$ cat src/rtl/chacha_bus_pkg.sv
// Shared constants, FSM state enum and a word-select helper for the ChaCha bus master.
// Latency: none (package only).
// Backpressure: none (package only).
package chacha_bus_pkg;

  localparam logic [7:0] ADDR_CTRL   = 8'h08;
  localparam logic [7:0] ADDR_STATUS = 8'h09;
  localparam logic [7:0] ADDR_KEY    = 8'h10;
  localparam logic [7:0] ADDR_NONCE  = 8'h20;
  localparam logic [7:0] ADDR_DATA   = 8'h30;

  localparam logic [31:0] CMD_INIT = 32'd1;
  localparam logic [31:0] CMD_NEXT = 32'd2;
  localparam logic [31:0] CMD_DONE = 32'd4;

  localparam int STATUS_READY_BIT = 0;

  typedef enum logic [3:0] {
    IDLE,
    WR_KEY,
    WR_NONCE,
    WR_DATA,
    CMD_INIT_S,
    GAP_INIT,
    CMD_NEXT_S,
    GAP_NEXT,
    CMD_DONE_S,
    RD_REQ,
    RD_CAP,
    FINISH
  } state_t;

  // Word idx counted from the most significant end of a 256-bit vector.
  function automatic logic [31:0] word_sel(input logic [255:0] v, input logic [2:0] idx);
    return v[(8'd224 - {idx, 5'd0}) +: 32];
  endfunction

endpackage

$ cat src/rtl/chacha_bus_master.sv
// Drives key/nonce/data writes, init/next/done commands and status polling on a ChaCha core bus.
// Latency: first bus cycle one cycle after start; done 57 cycles after start with defaults and immediate ready.
// Backpressure: none on the bus; start is ignored while busy, polling ends on ready or after POLL_MAX reads.
module chacha_bus_master
  import chacha_bus_pkg::*;
#(
  parameter int WAIT_INIT = 2,
  parameter int WAIT_NEXT = 20,
  parameter int POLL_MAX  = 64
) (
  input  logic         clk,
  input  logic         rst,
  input  logic         start,
  input  logic [255:0] key,
  input  logic [95:0]  nonce,
  input  logic [63:0]  data,
  output logic         cs,
  output logic         we,
  output logic [7:0]   address,
  output logic [31:0]  write_data,
  input  logic [31:0]  read_data,
  output logic         busy,
  output logic         done,
  output logic [31:0]  status,
  output logic         timeout
);

  state_t        state;
  logic          phase;      // 0: bus cycle, 1: trailing idle cycle of a write
  logic [3:0]    cnt;        // word counter within the current write group
  logic [31:0]   gap_cnt;
  logic [31:0]   poll_cnt;
  logic [255:0]  key_q;
  logic [95:0]   nonce_q;
  logic [63:0]   data_q;

  logic [3:0]    nxt_idx;
  logic          wr_last;
  state_t        wr_next;
  logic [7:0]    wr_addr;
  logic [31:0]   wr_dat;

  // Select the next write (address, data, follow-on state) from the current state and word counter.
  always_comb begin
    nxt_idx = cnt + 4'd1;
    wr_last = 1'b0;
    wr_next = state;
    wr_addr = '0;
    wr_dat  = '0;
    case (state)
      WR_KEY: begin
        wr_last = (cnt == 4'd7);
        wr_next = WR_NONCE;
        if (wr_last) begin
          wr_addr = ADDR_NONCE;
          wr_dat  = nonce_q[95:64];
        end else begin
          wr_addr = ADDR_KEY + {4'd0, nxt_idx};
          wr_dat  = word_sel(key_q, nxt_idx[2:0]);
        end
      end
      WR_NONCE: begin
        wr_last = (cnt == 4'd2);
        wr_next = WR_DATA;
        if (wr_last) begin
          wr_addr = ADDR_DATA;
          wr_dat  = data_q[63:32];
        end else begin
          wr_addr = ADDR_NONCE + {4'd0, nxt_idx};
          wr_dat  = word_sel({nonce_q, 160'd0}, nxt_idx[2:0]);
        end
      end
      WR_DATA: begin
        wr_last = (cnt == 4'd1);
        wr_next = CMD_INIT_S;
        if (wr_last) begin
          wr_addr = ADDR_CTRL;
          wr_dat  = CMD_INIT;
        end else begin
          wr_addr = ADDR_DATA + 8'd1;
          wr_dat  = data_q[31:0];
        end
      end
      CMD_INIT_S, GAP_INIT: begin
        wr_addr = ADDR_CTRL;
        wr_dat  = CMD_NEXT;
      end
      CMD_NEXT_S, GAP_NEXT: begin
        wr_addr = ADDR_CTRL;
        wr_dat  = CMD_DONE;
      end
      default: ;
    endcase
  end

  // Sequencer: state advances and all bus/status outputs are registered for the coming cycle.
  always_ff @(posedge clk) begin
    if (rst) begin
      state      <= IDLE;
      phase      <= 1'b0;
      cnt        <= '0;
      gap_cnt    <= '0;
      poll_cnt   <= '0;
      key_q      <= '0;
      nonce_q    <= '0;
      data_q     <= '0;
      cs         <= 1'b0;
      we         <= 1'b0;
      address    <= '0;
      write_data <= '0;
      busy       <= 1'b0;
      done       <= 1'b0;
      status     <= '0;
      timeout    <= 1'b0;
    end else begin
      // Bus returns to idle values unless a state below issues a cycle.
      cs         <= 1'b0;
      we         <= 1'b0;
      address    <= '0;
      write_data <= '0;
      done       <= 1'b0;
      case (state)
        IDLE: begin
          if (start) begin
            key_q      <= key;
            nonce_q    <= nonce;
            data_q     <= data;
            timeout    <= 1'b0;
            busy       <= 1'b1;
            cnt        <= '0;
            phase      <= 1'b0;
            state      <= WR_KEY;
            cs         <= 1'b1;
            we         <= 1'b1;
            address    <= ADDR_KEY;
            write_data <= key[255:224];
          end
        end
        WR_KEY, WR_NONCE, WR_DATA: begin
          phase <= ~phase;
          if (phase) begin
            cs         <= 1'b1;
            we         <= 1'b1;
            address    <= wr_addr;
            write_data <= wr_dat;
            if (wr_last) begin
              cnt   <= '0;
              state <= wr_next;
            end else begin
              cnt <= nxt_idx;
            end
          end
        end
        CMD_INIT_S: begin
          phase <= ~phase;
          if (phase) begin
            if (WAIT_INIT == 0) begin
              cs         <= 1'b1;
              we         <= 1'b1;
              address    <= wr_addr;
              write_data <= wr_dat;
              state      <= CMD_NEXT_S;
            end else begin
              gap_cnt <= '0;
              state   <= GAP_INIT;
            end
          end
        end
        GAP_INIT: begin
          if (gap_cnt == 32'(WAIT_INIT - 1)) begin
            cs         <= 1'b1;
            we         <= 1'b1;
            address    <= wr_addr;
            write_data <= wr_dat;
            state      <= CMD_NEXT_S;
          end else begin
            gap_cnt <= gap_cnt + 32'd1;
          end
        end
        CMD_NEXT_S: begin
          phase <= ~phase;
          if (phase) begin
            if (WAIT_NEXT == 0) begin
              cs         <= 1'b1;
              we         <= 1'b1;
              address    <= wr_addr;
              write_data <= wr_dat;
              state      <= CMD_DONE_S;
            end else begin
              gap_cnt <= '0;
              state   <= GAP_NEXT;
            end
          end
        end
        GAP_NEXT: begin
          if (gap_cnt == 32'(WAIT_NEXT - 1)) begin
            cs         <= 1'b1;
            we         <= 1'b1;
            address    <= wr_addr;
            write_data <= wr_dat;
            state      <= CMD_DONE_S;
          end else begin
            gap_cnt <= gap_cnt + 32'd1;
          end
        end
        CMD_DONE_S: begin
          phase <= ~phase;
          if (phase) begin
            cs       <= 1'b1;
            address  <= ADDR_STATUS;
            poll_cnt <= '0;
            state    <= RD_REQ;
          end
        end
        RD_REQ: begin
          poll_cnt <= poll_cnt + 32'd1;
          state    <= RD_CAP;
        end
        RD_CAP: begin
          status <= read_data;
          // Ready wins even on the final permitted poll.
          if (read_data[STATUS_READY_BIT]) begin
            done  <= 1'b1;
            state <= FINISH;
          end else if (poll_cnt == 32'(POLL_MAX)) begin
            timeout <= 1'b1;
            done    <= 1'b1;
            state   <= FINISH;
          end else begin
            cs      <= 1'b1;
            address <= ADDR_STATUS;
            state   <= RD_REQ;
          end
        end
        FINISH: begin
          busy  <= 1'b0;
          state <= IDLE;
        end
        default: begin
          busy  <= 1'b0;
          state <= IDLE;
        end
      endcase
    end
  end

endmodule

$ cat config.mk
export PLATFORM = sky130hd
export DESIGN_NAME = chacha_bus_master
export DESIGN_NICKNAME = d
export VERILOG_FILES = /design/src/rtl/chacha_bus_pkg.sv /design/src/rtl/chacha_bus_master.sv
export SDC_FILE = /design/constraint.sdc
export NUM_CORES = 1
export LEC_CHECK = 0
export CORE_ASPECT_RATIO = 0.9
export CORE_MARGIN = 2
export CORE_UTILIZATION = 53
export CTS_BUF_LIST = sky130_fd_sc_hd__clkbuf_8
export CTS_CLUSTER_DIAMETER = 30
export CTS_CLUSTER_SIZE = 20
export DETAILED_ROUTE_END_ITERATION = 8
export PLACE_DENSITY = 0.83
export REMOVE_ABC_BUFFERS = 1
export SYNTH_ARGS = -nofsm -noshare
export SYNTH_HDL_FRONTEND = slang
export SYNTH_SLANG_ARGS = --single-unit
$ cat constraint.sdc
create_clock -name clk -period 3.6 [get_ports clk]
set_input_delay 0.72 -clock clk [delete_from_list [all_inputs] [get_ports clk]]
set_output_delay 0.72 -clock clk [all_outputs]
set_load 0.02 [all_outputs]
==> results.sh, run 1 <==
export IMPL_outcome="finished clean"
export IMPL_first_pass_iters=6
export IMPL_syn2layout_area_growth_pct=33.8
export IMPL_gr_max_usage_layer="met2"
export IMPL_finalNetCount=3849
export IMPL_utilization_pct=71.4
export IMPL_post_drt_via_cell_ratio=5.84
export IMPL_rsz0062_at_grt="no"
export IMPL_reg2reg_from="state[1]"
export IMPL_ys_ff_latch=564
export IMPL_ant_nets=0
export IMPL_clkTransAtPathRegs_ns=0.06
export IMPL_finalCritPeriodShare_pct=80.7
export IMPL_worstPathMaxFanout=27
export IMPL_setup_viol=0
export IMPL_fin_crit_ns=2.91
export IMPL_die_y_um=206
export IMPL_fillerInstances=3394
export IMPL_placed_area_um2=29600
export IMPL_post_cts_setup_buffers=0
export IMPL_cts_repair_resized=0
export IMPL_gp_congestion=0.891
export IMPL_slew_headroom_pct=23.6
export IMPL_syn_avg_cell_area_um2=8.13
export IMPL_grtUsageMet1_pct=40.3
export IMPL_hold_ws_ns=0.326
export IMPL_post_place_ws_ns=0.707
export IMPL_grt_max_degree=215
export IMPL_io_buffers=525
export IMPL_coreArea_um2=45100
export IMPL_ys_seq_area_share_pct=46.9
export IMPL_hp_class="primary input to flip-flop"
export IMPL_p_total_mw=21.2
export IMPL_yosysWarnings=0
export IMPL_drc_errors=0
export IMPL_vias=23900
export IMPL_peakVddDrop_mv=0.780
export IMPL_final_cells=4098
export IMPL_path_class="flip-flop to flip-flop"
export IMPL_grt_pass1_vias=23200
export IMPL_leakage_nw=11.6
export IMPL_finalMaxSlewViolations=0
export IMPL_dp_hpwl_mm=52.6
export IMPL_cts_tree="yes"
export IMPL_grt_use_total_pct=32.2
export IMPL_wirelength_mm=79.1
export IMPL_synth_main_ff_cell="dfxtp_1"
export IMPL_die_w_um=229
export IMPL_tightestPinTransition_ns=1.15
export IMPL_synth_cell_types=65
export IMPL_row_count=74
export IMPL_drive_gt1_share_pct=9.33
export IMPL_cts_made_buffers=110
export IMPL_grt_antenna_before_repair=6
export IMPL_worst_setup_path_start_kind="flip-flop"
export IMPL_htree_levels=3
export IMPL_grt_pass1_wl_mm=121
export IMPL_use_met3_pct=6.86
export IMPL_final_cell_area_um2=32200
export IMPL_synth_cells=2962
export IMPL_synth_edff_count=0
export IMPL_overflow=0
export IMPL_die_area_um2=47100
export IMPL_grt_util_met2_pct=52.4
export IMPL_cts_max_path_buffers=3
export IMPL_start_util_pct=53.4
export IMPL_setup_slack_ns=0.694
export IMPL_synth_area_um2=24100
export IMPL_cp_required_ns=4.22
export IMPL_io_pins=528
export IMPL_clock_latency_ns=0.70
export IMPL_tns_ns=0
export IMPL_dp_cells=3887
export IMPL_detail_route_wl_per_cell_um=19.3
export IMPL_worstSetupStartpoint="state[1]"
export IMPL_cp_arrival_ns=3.52
export IMPL_fmax_mhz=344
export IMPL_hold_violations=0
export IMPL_hold_buffers=0
export IMPL_ys_async_sr_fraction_pct=0
export IMPL_pwr_density_cell_nw_per_um2=658
export IMPL_maxCapViolations=0
export IMPL_min_from="rst"
export IMPL_endpoint_kind="flip-flop"
export IMPL_cts_num_sinks=564
export IMPL_drt_iter0_drc=2807
export IMPL_final_setup_skew_ns=0.0317
export IMPL_clock_root_buffer="clkbuf_8"
==> metal layers <==
metal	up-vias	share of wire (%)
met4	0	5.0
met3	246	9.3
li1	11100	-
met1	11300	39
met2	1251	47
met5	-	0
==> cell usage after synthesis (all sizes together) (3+ instances only) <==
library cell / instances / area share [%]
a222oi: 30 / 1.2
nand3: 36 / 0.80
buf: 54 / 1.1
o211ai: 45 / 1.4
nand2b: 7 / 0.18
ha: 7 / 0.36
mux2i: 33 / 1.4
or3: 29 / 0.75
and4: 10 / 0.37
o31ai: 3 / 0.14
mux4: 64 / 6.0
nand3b: 6 / 0.19
and3: 10 / 0.26
xor2: 7 / 0.25
xnor2: 12 / 0.44
o311ai: 7 / 0.25
or4: 8 / 0.25
a32o: 29 / 1.2
a21o: 29 / 0.90
dfxtp: 564 / 47
a21oi: 505 / 10
inv: 20 / 0.31
nor4b: 5 / 0.21
or2: 4 / 0.10
o2bb2ai: 4 / 0.15
mux2: 8 / 0.37
nor4: 24 / 0.62
a211oi: 3 / 0.094
nand4: 21 / 0.55
nor3b: 4 / 0.12
a22o: 4 / 0.15
nor2: 79 / 1.2
and2: 7 / 0.18
clkbuf: 193 / 3.0
a31oi: 30 / 0.78
nand2: 998 / 16
o21ai: 27 / 0.56
nor3: 12 / 0.25
==> state kept, by name, summed over array words and instances (netlist names) <==
| register | count |
|---|---|
| timeout | 1 |
| done | 1 |
| gap_cnt | 32 |
| data_q | 64 |
| phase | 1 |
| cs | 1 |
| poll_cnt | 32 |
| nonce_q | 96 |
| address | 6 |
| status | 32 |
| key_q | 256 |
| write_data | 32 |
| busy | 1 |
| state | 4 |
| we | 1 |
| cnt | 4 |
==> worst max-delay path, stage by stage (launching register included) <==
cell and delay, ns:
dfxtp_1 0.51, nor4b_1 0.67, and2_2 0.88, buf_4 0.33, a222oi_1 0.13, o211ai_1 0.12
a32o_1 0.18
==> final timing paths <==
check | cells past startpoint | end | slack, ns
worst max-delay path | 6 | write_data[20] | 0.69
worst min-delay path | 2 | key_q[46] | 0.33
worst max register to register | 6 | write_data[20] | 0.69
worst min register to register | 2 | key_q[199] | 0.45
==> cell usage in the layout, fill, tap and decap left out, types with 10 or more instances in the layout <==
cell,n
a222oi_1,30
nand3_1,34
clkdlybuf4s50_1,524
buf_12,11
a21o_1,29
mux4_2,64
mux2i_1,33
nor2_1,77
nor3_1,11
buf_4,27
a31oi_1,30
dfxtp_1,563
nor4_1,24
a32o_1,29
clkinvlp_4,11
or3_1,29
nand4_1,21
clkinv_2,21
nand2_1,998
o21ai_0,25
clkinv_4,10
inv_1,33
o211ai_1,45
a21oi_1,505
xnor2_1,11
bufinv_16,15
clkbuf_8,123
==> where the power goes <==
part	leakage, nW	internal (mW)	total [mW]	switching (mW)
Sequential	4.61	7.28	7.91	0.632
Combinational	5.66	2.35	5.99	3.65
Clock	1.34	4.30	7.29	2.98
Total	11.6	13.9	21.2	7.26
==> area by class of cell <==
| class | instances | area, µm² | share of cell area (%) |
|---|---|---|---|
| multi-input cells | 2132 | 11800 | 36.7 |
| flip-flops and latches | 564 | 11300 | 35.1 |
| clock inverters | 80 | 862 | 2.68 |
| clock buffers | 123 | 1690 | 5.26 |
| repair buffers | 563 | 5680 | 17.6 |
| inverters | 20 | 75.1 | 0.233 |
| well taps | 608 | 761 | 2.36 |
| diodes | 8 | 20.0 | 0.0622 |
==> cells by family (layout without fill, tap and decap cells) <==
| family | count (synthesis) | in the layout | synth area share [%] |
|---|---|---|---|
| and+or+nand+nor | 1266 | 1266 | 21.9 |
| muxes | 105 | 105 | 7.73 |
| adders and majority gates | 7 | 7 | 0.364 |
| buffers and inverters | 267 | 786 | 4.45 |
| DFF | 564 | 564 | 46.9 |
| xor gates and xnor gates | 19 | 19 | 0.691 |
| other | 1 | 10 | 0.0156 |
| AOI/OAI and AO/OA | 733 | 733 | 18.0 |
Note: power is estimated with default switching activity, not from simulation.
==> run 2: changes to the inputs <==
Clock period 3.6 ns to 2.8 ns, I/O delays scaled along.
==> run 2 against run 1 <==
Total power increased by 31%. Sequential power up 28%. Cell count is 0.29% higher. Critical path depth up 1.
==> results.sh, run 2 (same netlist as run 1, synthesis figures left out) <==
export IMPL_largest_register="key_q"
export IMPL_start_util_pct=53.4
export IMPL_utilization_pct=72.0
export IMPL_dp_hpwl_mm=53.6
export IMPL_drc_errors=0
export IMPL_leakage_nw=11.7
export IMPL_grt_pass1_vias=23300
export IMPL_crit_chain="inv_1 > ha_1 > nor3b_1 > nor2_4 > a222oi_1 > o211ai_1 > a32o_1"
export IMPL_fin_crit_ns=2.59
export IMPL_reg2reg_depth=7
export IMPL_row_count=74
export IMPL_setup_slack_ns=0.212
export IMPL_finalCritPeriodShare_pct=92.4
export IMPL_final_setup_skew_ns=0.0231
export IMPL_vias=24100
export IMPL_grt_max_degree=230
export IMPL_die_w_um=229
export IMPL_gp_congestion=0.903
export IMPL_maxCapViolations=0
export IMPL_grt_use_total_pct=32.3
export IMPL_cts_repair_resized=0
export IMPL_grt_antenna_before_repair=8
export IMPL_ant_nets=0
export IMPL_cts_max_path_buffers=3
export IMPL_clock_latency_ns=0.70
export IMPL_fmax_mhz=386
export IMPL_path_class="flip-flop to flip-flop"
export IMPL_clock_root_buffer="clkbuf_8"
export IMPL_p_total_mw=27.8
export IMPL_tightestPinTransition_ns=1.38
export IMPL_grt_pass1_wl_mm=121
export IMPL_io_buffers=525
export IMPL_io_pins=528
export IMPL_reg2reg_from="cnt[1]"
export IMPL_critPathBufInv=1
export IMPL_die_area_um2=47100
export IMPL_path_delay_family="simple AND/OR/NAND/NOR gates"
export IMPL_cts_num_sinks=564
export IMPL_critical_path_depth=7
export IMPL_drt_iter0_drc=2877
export IMPL_detail_route_wl_per_cell_um=19.5
export IMPL_outcome="finished clean"
export IMPL_peakVddDrop_mv=0.538
export IMPL_cts_made_buffers=107
export IMPL_r2r_slack_ns=0.21
export IMPL_worstSetupStartpoint="cnt[1]"
export IMPL_r2r_end="write_data[31]"
export IMPL_final_common_cell="nand2_1"
export IMPL_coreArea_um2=45100
export IMPL_hold_violations=0
export IMPL_post_drt_via_cell_ratio=5.87
export IMPL_drive_gt1_share_pct=9.84
export IMPL_post_place_ws_ns=0.315
export IMPL_cp_required_ns=3.43
export IMPL_slowest_stage="nor2_4"
export IMPL_regArea_um2=11300
export IMPL_first_pass_iters=6
export IMPL_htree_levels=3
export IMPL_cts_tree="yes"
export IMPL_die_y_um=206
export IMPL_slew_headroom_pct=7.91
export IMPL_hp_class="primary input to flip-flop"
export IMPL_rsz0062_at_grt="no"
export IMPL_cp_arrival_ns=3.22
export IMPL_pwr_density_cell_nw_per_um2=857
export IMPL_syn2layout_area_growth_pct=34.8
export IMPL_finalNetCount=3864
export IMPL_setup_viol=0
export IMPL_finalMaxSlewViolations=0
export IMPL_worstPathMaxFanout=34
export IMPL_clkTransAtPathRegs_ns=0.07
export IMPL_fillerInstances=3373
export IMPL_top_regs="key_q: 256 flops, nonce_q: 96 flops, data_q: 64 flops"
export IMPL_wirelength_mm=80.0
export IMPL_worst_setup_path_start_kind="flip-flop"
export IMPL_multi_input_area_um2=11800
export IMPL_crit_end="write_data[31]"
export IMPL_max_stage_delay_ns=1.00
export IMPL_endpoint_kind="flip-flop"
export IMPL_largest_reg_flops=256
export IMPL_mostFrequentLayoutCells="nand2_1 (998), dfxtp_1 (563), clkdlybuf4s50_1 (524), a21oi_1 (505), clkbuf_8 (124)"
export IMPL_hold_path_depth=2
export IMPL_overflow=0
export IMPL_post_cts_setup_buffers=0
export IMPL_hold_buffers=0
-- run 2: how the worst min path moves through the flow --
| stage | start | slack, ns | to |
|---|---|---|---|
| 2_1_floorplan | key_q[192] | 0.43 | key_q[192] |
| 3_3_place_gp | key_q[240] | 0.44 | key_q[240] |
| 3_5_place_dp | key_q[81] | 0.44 | key_q[81] |
| 4_1_cts | rst | 0.15 | nonce_q[75] |
| 5_1_grt | rst | 0.18 | key_q[186] |
| 6_report | rst | 0.19 | key_q[14] |
-- run 2: cell type report --
type                    instances  area share [%]
multi-input cells            2132            36.4
clock inverters                74            2.88
diodes                          7          0.0540
inverters                      20           0.231
flip-flops and latches        564            34.8
well taps                     608            2.34
clock buffers                 124            5.26
repair buffers                581            18.0
-- run 2: metrics by stage --
step	instances	setup TNS, ns	hold WS [ns]	instance area, µm²
detailed placement	3905	0	0.443	29800
global route	4110	0	0.177	32500
finish	4110	0	0.192	32500
global placement	3905	0	0.439	29800
CTS	4103	0	0.154	32400
floorplan	2716	-2911.63	0.427	23100
-- run 2: power breakdown --
part,internal [mW],total [mW],switching (mW)
clock,5.85,9.71,3.87
sequential,9.36,10.1,0.781
combinational,3.14,7.95,4.82
total,18.3,27.8,9.47
-- run 2: metal layers --
layer  GRT usage [%]  wire length [µm]  part of all wire, %  up-vias
met5               0                13                0.016        -
met4            16.3              3320                  4.2        2
met3            7.41              7190                  9.0      232
met2            53.7             38600                   48     1256
met1            39.6             30900                   39    11500
li1                -                 -                    -    11200
